<file path="config.mk">
export PLATFORM = sky130hd
export DESIGN_NAME = intra4x4_mode_decision
export DESIGN_NICKNAME = d
export VERILOG_FILES = /design/src/rtl/intra4x4_mode_decision.sv
export SDC_FILE = /design/constraint.sdc
export NUM_CORES = 2
export LEC_CHECK = 0
export CAP_MARGIN = 20
export CORE_UTILIZATION = 35
export DETAILED_ROUTE_END_ITERATION = 10
export REMOVE_ABC_BUFFERS = 1
export SLEW_MARGIN = 10
export SYNTH_ARGS = -nofsm -noshare
export SYNTH_HDL_FRONTEND = slang
export SYNTH_SLANG_ARGS = --single-unit
</file>
<file path="constraint.sdc">
create_clock -name i_clk -period 52.2 [get_ports i_clk]
set_clock_uncertainty 0.15 [all_clocks]
set_input_delay 10.44 -clock i_clk [delete_from_list [all_inputs] [get_ports i_clk]]
set_output_delay 10.44 -clock i_clk [all_outputs]
set_load 0.005 [all_outputs]
</file>
<file path="src/rtl/intra4x4_mode_decision.sv">
// Intra 4x4 luma mode decision.
// Evaluates V, H, DC and DDL predictions one row per cycle over a latched 4x4
// source block, accumulates a SAD per mode and keeps the lowest-SAD mode. Ties
// keep the lower mode number.
// Ports:
//   i_clk, i_reset       clock, asynchronous active-high reset
//   i_start              request, sampled only while idle
//   i_mb[16]             source block, index row*4+col
//   i_toppixels[8]       T0..T7 (T4..T7 above-right)
//   i_leftpixels[5]      [0] top-left corner, [1..4] L0..L3
//   o_ready              high while idle
//   o_done               one-cycle pulse when the result outputs update
//   o_bestmode           0 V, 1 H, 2 DC, 3 DDL
//   o_bestsad            SAD of the winning mode
//   o_pred[16]           winning prediction block
//   o_residual[16]       signed mb - pred
module intra4x4_mode_decision (
  input  logic              i_clk,
  input  logic              i_reset,
  input  logic              i_start,
  input  logic [7:0]        i_mb         [16],
  input  logic [7:0]        i_toppixels  [8],
  input  logic [7:0]        i_leftpixels [5],
  output logic              o_ready,
  output logic              o_done,
  output logic [1:0]        o_bestmode,
  output logic [11:0]       o_bestsad,
  output logic [7:0]        o_pred       [16],
  output logic signed [8:0] o_residual   [16]
);

  typedef enum logic [1:0] {StIdle, StEval, StDone} state_e;

  state_e            r_state, w_state_next;
  logic [7:0]        r_mb        [16];
  logic [7:0]        r_top       [8];
  logic [7:0]        r_left      [5];
  logic [7:0]        r_cand      [16];
  logic [7:0]        r_best_pred [16];
  logic [1:0]        r_mode, r_row, r_best_mode;
  logic [11:0]       r_acc, r_best_sad;
  logic              r_done;
  logic [1:0]        r_out_mode;
  logic [11:0]       r_out_sad;
  logic [7:0]        r_out_pred  [16];
  logic signed [8:0] r_out_res   [16];

  logic [7:0]        w_pred_row  [4];
  logic [7:0]        w_bp_next   [16];
  logic [10:0]       w_dc_sum;
  logic [9:0]        w_row_sad;
  logic [11:0]       w_total, w_bs_next;
  logic [1:0]        w_bm_next;
  logic              w_last_row, w_take;

  assign w_last_row = (r_row == 2'd3);

  always_comb begin
    w_state_next = r_state;
    unique case (r_state)
      StIdle:  if (i_start) w_state_next = StEval;
      StEval:  if (w_last_row && (r_mode == 2'd3)) w_state_next = StDone;
      StDone:  w_state_next = StIdle;
      default: w_state_next = StIdle;
    endcase
  end

  // Row prediction for the current mode plus its SAD against the source row.
  always_comb begin
    logic [2:0] ia, ib, ic;
    logic [9:0] ddl_sum;
    logic [7:0] pix, ad;
    w_dc_sum  = 11'd4;
    w_row_sad = '0;
    for (int i = 0; i < 4; i++) begin
      w_dc_sum = w_dc_sum + {3'b0, r_top[i]} + {3'b0, r_left[i+1]};
    end
    for (int x = 0; x < 4; x++) begin
      ia = 3'(x) + {1'b0, r_row};
      ib = ia + 3'd1;
      // Bottom-right DDL pixel has no T8; substituting T7 gives T6 + 3*T7.
      ic = (ia == 3'd6) ? 3'd7 : ia + 3'd2;
      ddl_sum = {2'b0, r_top[ia]} + {1'b0, r_top[ib], 1'b0} + {2'b0, r_top[ic]} + 10'd2;
      unique case (r_mode)
        2'd0:    w_pred_row[x] = r_top[x];
        2'd1:    w_pred_row[x] = r_left[{1'b0, r_row} + 3'd1];
        2'd2:    w_pred_row[x] = w_dc_sum[10:3];
        default: w_pred_row[x] = ddl_sum[9:2];
      endcase
      pix = r_mb[{r_row, 2'(x)}];
      ad  = (pix >= w_pred_row[x]) ? pix - w_pred_row[x] : w_pred_row[x] - pix;
      w_row_sad = w_row_sad + {2'b0, ad};
    end
  end

  assign w_total = r_acc + {2'b0, w_row_sad};
  assign w_take  = w_last_row && ((r_mode == 2'd0) || (w_total < r_best_sad));

  // Best candidate after this cycle; the current row is not yet in r_cand.
  always_comb begin
    w_bs_next = w_take ? w_total : r_best_sad;
    w_bm_next = w_take ? r_mode  : r_best_mode;
    for (int i = 0; i < 16; i++) begin
      w_bp_next[i] = r_best_pred[i];
      if (w_take) begin
        w_bp_next[i] = (4'(i) >> 2 == {2'b0, r_row}) ? w_pred_row[i % 4] : r_cand[i];
      end
    end
  end

  always_ff @(posedge i_clk or posedge i_reset) begin
    if (i_reset) begin
      r_state     <= StIdle;
      r_mode      <= '0;
      r_row       <= '0;
      r_acc       <= '0;
      r_best_mode <= '0;
      r_best_sad  <= '0;
      r_done      <= 1'b0;
      r_out_mode  <= '0;
      r_out_sad   <= '0;
      for (int i = 0; i < 16; i++) begin
        r_mb[i]        <= '0;
        r_cand[i]      <= '0;
        r_best_pred[i] <= '0;
        r_out_pred[i]  <= '0;
        r_out_res[i]   <= '0;
      end
      for (int i = 0; i < 8; i++) r_top[i] <= '0;
      for (int i = 0; i < 5; i++) r_left[i] <= '0;
    end else begin
      r_state <= w_state_next;
      r_done  <= 1'b0;
      unique case (r_state)
        StIdle: begin
          if (i_start) begin
            r_mb   <= i_mb;
            r_top  <= i_toppixels;
            r_left <= i_leftpixels;
            r_mode <= '0;
            r_row  <= '0;
            r_acc  <= '0;
          end
        end
        StEval: begin
          for (int x = 0; x < 4; x++) r_cand[{r_row, 2'(x)}] <= w_pred_row[x];
          if (w_last_row) begin
            r_acc       <= '0;
            r_row       <= '0;
            r_mode      <= r_mode + 2'd1;
            r_best_sad  <= w_bs_next;
            r_best_mode <= w_bm_next;
            r_best_pred <= w_bp_next;
            if (r_mode == 2'd3) begin
              r_done     <= 1'b1;
              r_out_mode <= w_bm_next;
              r_out_sad  <= w_bs_next;
              for (int i = 0; i < 16; i++) begin
                r_out_pred[i] <= w_bp_next[i];
                r_out_res[i]  <= {1'b0, r_mb[i]} - {1'b0, w_bp_next[i]};
              end
            end
          end else begin
            r_acc <= w_total;
            r_row <= r_row + 2'd1;
          end
        end
        default: ;
      endcase
    end
  end

  assign o_ready    = (r_state == StIdle);
  assign o_done     = r_done;
  assign o_bestmode = r_out_mode;
  assign o_bestsad  = r_out_sad;
  assign o_pred     = r_out_pred;
  assign o_residual = r_out_res;

endmodule

</file>
==> flow_summary.ini <==
[setup_path]
crit_fanout = 63
slowest_delay_ns = 0.89
crit_required_ns = 52.60
critPathCaptureType = flop
criticalPathCategory = reg -> reg
cp_slowest_cell = dfrtp_4
cp.arrival_ns = 18.46
crit_path_start_kind = flop
path_delay_family = compound AO/OA/AOI/OAI gates
crit_buf_inv = 8

[cts]
clk_latency_ns = 0.72
cts_setup_buffers = 0
h-tree-depth = 3
cts_root_buf = clkbuf_16
cts_buffer_depth = 3
hold_buffers = 0
cts_tree = built
path_clk_slew_ns = 0.06
numCtsBuffers = 91
cts_resized = 0
cts_sinks = 776

[logic_synthesis]
syn-cell-area_um2 = 47570
synth_ff_type = dfrtp_1
ys_ff_latch = 776
yosys_warnings = 0
synth-xor-area-share_pct = 3.277
yosys-top-cells-count = 776 x dfrtp_1, 738 x nand2_1, 637 x o21ai_0
netlist_instances = 4824
async_reset_ff_share_pct = 100.0
synth_area_leaders = dfrtp_1 41%, o21ai_0 6.7%, ha_1 6.0%
synthAdderAreaFrac_pct = 12.17
yosysUniqueCellTypes = 93
synth_area_per_cell_um2 = 9.862
synth-simple-area-share_pct = 10.53
synth_edf_count = 0
yosysSeqAreaShare_pct = 40.82
synth.most_common_cell = dfrtp_1
synthMuxAreaShare_pct = 12.83
synth_top_family_by_area = compound AO/OA/AOI/OAI gates
synth_top_area_share_pct = 40.82
synth_compound_area_share_pct = 14.81
yosysTopAreaCell = dfrtp_1

[timing]
hold_viol = 0
min_period_ns = 18.07
setup_tns_ns = 0
slew_viol_final = 0
fmax_mhz = 55.35
tightest_slew_ns = 1.255
rsz0062_at_grt = no
relSlewSlack_pct = 16.31
setup_viol = 0
period_share_pct = 34.61

[place]
portBuffers = 522
hpwlAfterDp_um = 118800
gp_congestion = 0.8967

[global_routing]
grt_pass1_wl_um = 243000
grt_max_degree = 220
grt_usage_pct = 23.48
antenna_found_initial = 4
grt_pass1_vias = 37530
gr-total-overflow = 0

[routing]
avgViaCountPerCell = 5.327
antenna_left = 0
dr.pass1.iters = 7
wl_met3_um = 11170
dr_total_vias = 37630
wl_um = 161600
post_drt_wl_per_cell_um = 22.87
route.met2.wl_um = 75830
wl_met1_um = 70280
top_layer = met5
drc = 0
drt_iter0_markers = 3018

[worst_hold_path]
hp-class = reg -> reg

[floorplan]
rows = 134
die_h_um = 370.7
io_pins = 523
dieArea_um2 = 137400
core_um2 = 134100
initial_utilization_pct = 35.47
die_w_um = 370.7

[finish]
antennaDiodeCount = 0
fin_nets = 5806
syn_to_final_growth_pct = 21.06
drive_above_1_share_pct = 11.05

[run]
cap_violations = 0

[status]
status = finished, final reports clean
-- cells in the final DEF, fill, tap and decap left out, types with 30 or more instances in the layout --
master	n
nand3_1	53
mux4_2	112
a21o_1	42
clkbuf_16	92
a21oi_1	188
dfrtp_1	774
fa_1	119
clkdlybuf4s50_1	522
nand2_1	734
maj3_1	52
mux2_2	207
o21ai_0	637
mux2i_1	108
ha_1	223
buf_4	51
nor2_1	167
xor2_1	74
inv_1	396
a22o_1	30
xnor2_1	104
nor2b_1	51
-- metrics by stage --
step	hold slack [ns]	setup slack [ns]	cell area, um^2	util [%]	cells
final	0.3206	34.13	57590	42.94	7064
after global routing	0.3406	32.91	57590	42.94	7064
after global placement	0.3052	34.47	54500	40.63	6898
after detailed placement	0.3126	34.29	54500	40.63	6898
after CTS	0.3271	34.22	57580	42.93	7062
after floorplan	0.2922	19.83	46460	-	4553
-- state kept, by name, summed over array words and instances, names as in the netlist --
| name | count |
|---|---|
| r_row | 2 |
| r_mb | 128 |
| o_done | 1 |
| o_bestmode | 2 |
| r_best_sad | 12 |
| r_best_mode | 2 |
| r_mode | 2 |
| r_state | 2 |
| o_residual | 144 |
| r_left | 40 |
| r_top | 64 |
| o_pred | 128 |
| r_acc | 12 |
| o_bestsad | 12 |
| r_best_pred | 128 |
| r_cand | 97 |
-- routing by layer --
layer | vias up | track usage [%]
met4 | 8 | 6.909
li1 | 17500 | -
met1 | 18770 | 31.35
met5 | - | 0
met2 | 1147 | 38.06
met3 | 201 | 5.076
-- final timing paths --
kind	from	depth (start not counted)	slack, ns	end
worst max-delay path	r_row[0]$_DFFE_PP0P_	57	34.13	o_residual[34]$_DFFE_PP0P_
worst max register to register	r_row[0]$_DFFE_PP0P_	57	34.13	o_residual[34]$_DFFE_PP0P_
worst min-delay path	o_pred[85]$_DFFE_PP0P_	2	0.32	o_pred[85]$_DFFE_PP0P_
max in group asynchronous	i_reset	6	37.92	o_pred[7]$_DFFE_PP0P_
worst min register to register	o_pred[85]$_DFFE_PP0P_	2	0.32	o_pred[85]$_DFFE_PP0P_
min in group asynchronous	i_reset	2	10.08	o_pred[48]$_DFFE_PP0P_
-- kinds of logic after synthesis --
logic type | after synthesis
xor+xnor | 178
simple gates | 1167
compound gates | 1184
buf+inv | 682
mux | 435
fa+ha+maj | 402
flops | 776
-- final cells by class --
class,count,area [um^2]
multi-input cells,3366,25620
flip-flops and latches,776,19430
fillers,12940,76530
inverters,411,1550
clock inverters,41,485.5
well taps,1768,2212
clock buffers,123,2599
repair buffers,579,5700
-- worst min-delay path, cell delays in order (launching register included) --
cell,delay [ns]
dfrtp_1,0.33
nand2_1,0.05
nand2_1,0.05
Power is not shown: default switching activity piles up to over one toggle a cycle in this logic, so the estimate is an artifact.
